--- config.mk ---
export PLATFORM = sky130hd
export DESIGN_NAME = s382_sig_compactor
export DESIGN_NICKNAME = d
export VERILOG_FILES = /design/src/rtl/s382_sig_compactor.sv
export SDC_FILE = /design/constraint.sdc
export NUM_CORES = 1
export LEC_CHECK = 0
export BUFFER_PORTS_ARGS = -buffer_cell sky130_fd_sc_hd__clkbuf_2
export CORE_UTILIZATION = 34
export CTS_CLUSTER_DIAMETER = 50
export DETAILED_ROUTE_END_ITERATION = 16
export PLACE_DENSITY_LB_ADDON = 0.12
export RECOVER_POWER = 25
export SETUP_SLACK_MARGIN = 0.5
export SLEW_MARGIN = 20
export SYNTH_ARGS = -nofsm -noshare
export SYNTH_HDL_FRONTEND = slang
export SYNTH_SLANG_ARGS = --single-unit
--- constraint.sdc ---
create_clock -name CK -period 2.3 [get_ports CK]
set_clock_uncertainty 0.05 [all_clocks]
set_input_delay 0.575 -clock CK [delete_from_list [all_inputs] [get_ports CK]]
set_output_delay 0.575 -clock CK [all_outputs]
set_load 0.03 [all_outputs]
--- src/rtl/s382_sig_compactor.sv ---
// Response compactor for the s382 core outputs: folds a programmed number of samples into a
// 16-bit MISR signature and counts output-vector toggles, reported via start/busy/done.
module s382_sig_compactor #(
    parameter int unsigned   DIN_W = 6,
    parameter int unsigned   SIG_W = 16,
    parameter logic [SIG_W-1:0] POLY = 16'h1009,
    parameter logic [SIG_W-1:0] SEED = 16'hFFFF,
    parameter int unsigned   LEN_W = 8
) (
    input  logic             CK,
    input  logic             RST,
    input  logic             start,
    input  logic [LEN_W-1:0] len,
    input  logic [DIN_W-1:0] din,
    output logic             busy,
    output logic             done,
    output logic [SIG_W-1:0] signature,
    output logic [LEN_W-1:0] toggles
);

    typedef enum logic [1:0] {StIdle, StRun, StFin} state_e;

    state_e           state_q;
    logic [LEN_W-1:0] remaining_q;
    logic [DIN_W-1:0] prev_q;

    function automatic logic [SIG_W-1:0] misr_step(input logic [SIG_W-1:0] sig,
                                                   input logic [DIN_W-1:0] d);
        logic [SIG_W-1:0] nxt;
        nxt = {sig[SIG_W-2:0], 1'b0};
        if (sig[SIG_W-1]) begin
            nxt = nxt ^ POLY;
        end
        return nxt ^ SIG_W'(d);
    endfunction

    always_ff @(posedge CK) begin
        if (RST) begin
            state_q     <= StIdle;
            busy        <= 1'b0;
            done        <= 1'b0;
            signature   <= SEED;
            toggles     <= '0;
            remaining_q <= '0;
            prev_q      <= '0;
        end else begin
            unique case (state_q)
                StRun: begin
                    signature   <= misr_step(signature, din);
                    toggles     <= toggles + LEN_W'(din != prev_q);
                    prev_q      <= din;
                    remaining_q <= remaining_q - 1'b1;
                    if (remaining_q == LEN_W'(1)) begin
                        state_q <= StFin;
                        busy    <= 1'b0;
                        done    <= 1'b1;
                    end
                end
                default: begin
                    // IDLE and FIN accept a start identically, allowing back-to-back windows.
                    done    <= 1'b0;
                    state_q <= StIdle;
                    if (start) begin
                        signature <= SEED;
                        toggles   <= '0;
                        if (len != '0) begin
                            state_q     <= StRun;
                            busy        <= 1'b1;
                            remaining_q <= len;
                            prev_q      <= din;
                        end else begin
                            state_q <= StFin;
                            done    <= 1'b1;
                        end
                    end
                end
            endcase
        end
    end

endmodule
==> flow_metrics.tcl <==
set metrics [dict create \
    slew_violations 0 \
    cts_tree "built" \
    wl_met1_um 2617 \
    peakVddDrop_v 0.0003046 \
    synth_area_leaders "dfxtp_1 41%, xor2_1 5.7%, o21bai_1 5.6%" \
    end_kind "flip-flop" \
    crit_type "in -> reg" \
    required_ps 2490 \
    drtPass1Iterations 4 \
    cp.arrival_ps 2190 \
    holdCritPathClass "reg -> reg" \
    grt_pass1_wl_um 8121 \
    antenna_found_initial 0 \
    synth.top_cell.area_share_pct 40.95 \
    grt_max_degree 36 \
    grt_pass1_vias 1672 \
    clock_path_buffers 2 \
    async_flop_share_pct 0 \
    synth_cell_type_count 43 \
    fp.dieW_um 78.78 \
    finalCritPeriodShare_pct 87.17 \
    die_h_um 78.78 \
    startpoint_type "input port" \
    max-cap-violations 0 \
    cts-root-buf "clkbuf_8" \
    wl_met3_um 128 \
    worst_pin_slew_ps 715.3 \
    die-area_um2 6206 \
    ant_nets 0 \
    wire_per_inst_um 14.52 \
    slowest_stage "mux2_4" \
    synth_compound_area_share_pct 17.73 \
    syn_to_final_growth_pct 29.15 \
    finalHoldViolCount 0 \
    cp_max_fo 3 \
    synth_edf_count 0 \
    max_freq_ghz 0.4988 \
    diodes 0 \
    avgSynthCellArea_um2 8.677 \
    rsz0062_at_grt "yes" \
    clkLatencyLatePin_ps 300 \
    numCtsBuffers 5 \
    synth_xor_xnor_area_share_pct 7.428 \
    drt_iter0_markers 79 \
    yosysSeqAreaShare_pct 40.95 \
    syn_area_um2 2004 \
    outcome "finished clean" \
    cts.sinks 41 \
    overflow 0 \
    synth_ff_type "dfxtp_1" \
    ioPinCount 43 \
    ys.warnings.count 0 \
    fin_crit_ps 2005 \
    num_rows 27 \
    synth_area_leader_cell "dfxtp_1" \
    path_clk_slew_ps 80 \
    top_layer "met4" \
    totalWireLength_um 5097 \
    viasPerCell 5.177 \
    synthCells 231 \
    p_leak_uw 0.001050 \
    maxSlewHeadroom_pct 52.32 \
    num_vias 1817 \
    p_per_area_nw_per_um2 656.3 \
    crit_chain "buf_8 -> xor2_2 -> nor4_2 -> nand3_1 -> ha_2 -> ha_4 -> inv_4 -> nor3_4 -> mux2_4 -> nor2_1" \
    gp_congestion 0.7257 \
    wl_met2_um 2295 \
    syn_nets 252 \
    setup_viol 0 \
    yosys.area_share.simple_pct 26.40 \
    drcViolationCount 0 \
    synth_mux_area_share_pct 0.5618 \
    synth-seq-cells 41 \
    h-tree-depth 2 \
    core_area_um2 5608 \
    start_util_pct 35.74 \
    gr-usage-all-layers_pct 16.69 \
    synth_top_family_by_area "simple AND/OR/NAND/NOR gates" \
    setup_tns_ps 0 \
    io_buffers 42 \
    dp_hpwl_um 3270 \
    synthAdderAreaFrac_pct 2.497 \
    layout.nets 299 \
    drive_above_1_share_pct 32.62 \
    cpPeakStageDelay_ps 320 \
    final_core_util_pct 46.16 \
]
[cell families after synthesis]
group	count (synthesis)
compound gates	53
xor+xnor	17
fa+ha+maj	4
buf+inv	19
flops	41
mux	1
simple gates	96
[cell usage in the layout, fill, tap and decap left out, types with 3 or more instances in the layout]
cell	count
nand4b_1	6
nand3_1	7
o21ai_0	8
dfxtp_1	37
inv_1	3
o21bai_1	15
a211oi_1	6
xnor2_1	4
xor2_1	9
clkbuf_8	5
a22oi_1	3
xor2_2	4
nor3_1	19
nand2b_1	7
clkbuf_2	40
a21oi_1	9
and3_1	3
buf_6	3
nor4_1	4
dfxtp_2	4
nor2_1	28
buf_4	10
[cell usage after synthesis (2+ instances only)]
master,count
nand2b_1,7
and3_1,4
ha_1,4
buf_2,2
xor2_1,13
dfxtp_1,41
or2_2,2
nand4b_1,6
nor3_1,20
clkbuf_1,10
a211oi_1,6
nand2_1,2
a22oi_1,3
a221oi_1,2
o21bai_1,15
or4_4,2
xnor2_1,4
nor2b_1,2
nor2_1,28
inv_1,4
nor4_1,6
nand3b_1,2
nand3_1,8
o21ai_0,9
a21oi_1,11
[worst max-delay path: cells and delay by family]
family	cells	cell delay, ps
muxes	1	320
xor gates and xnor gates	1	170
and+or+nand+nor	4	550
adders and majority gates	2	400
buffers and inverters	2	170
[registers in the layout (all words and copies together), names as in the netlist]
name,flops
toggles,8
busy,1
done,1
signature,16
prev_q,6
state_q,1
remaining_q,8
[cell type report]
class	instances	area [um^2]
Clock buffer	5	68.82
Clock inverter	3	46.29
Fill cell	593	3019
Inverter	4	17.52
Multi-Input combinational cell	171	1196
Sequential cell	41	825.8
Tap cell	72	90.09
Timing Repair Buffer	55	344.1
[where the power goes]
part / switching, uW / internal (uW)
Sequential: 35.6 / 749
Clock: 288 / 325
Combinational: 178 / 124
[layer usage]
| metal | vias to the layer above | track usage (%) |
|---|---|---|
| li1 | 926 | - |
| met1 | 862 | 22.16 |
| met2 | 24 | 26.52 |
| met3 | 5 | 3.103 |
| met4 | 0 | 6.667 |
| met5 | - | 0 |
[metrics by stage]
step / instances / total power [uW] / cell area (um^2) / hold WS, ps / setup slack, ps
2_1_floorplan: 231 / 990.2 / 2013 / 393.9 / 356.1
3_3_place_gp: 339 / 1083 / 2322 / 410.7 / 69.61
3_5_place_dp: 339 / 1081 / 2322 / 424.2 / 34.65
4_1_cts: 348 / 1694 / 2469 / 436.7 / 351.1
5_1_grt: 351 / 1770 / 2589 / 468.1 / 205.3
6_report: 351 / 1699 / 2589 / 428.7 / 295.0
[worst paths after layout]
check,startpoint,depth (start not counted),end,slack [ps]
max reg2reg,prev_q[1],9,toggles[4],310
min reg2reg,remaining_q[6],2,remaining_q[6],430
max,din[3],10,toggles[4],290
min,remaining_q[6],2,remaining_q[6],430
[repair_timing]
action / CTS / global route
hold buffers: 0 / 0
setup buffers: 1 / 3
gates resized for setup: 4 / 28
pin swaps: 3 / 9
endpoints found under the setup margin: 6 / 12
Power figures use the tool's default switching activity.
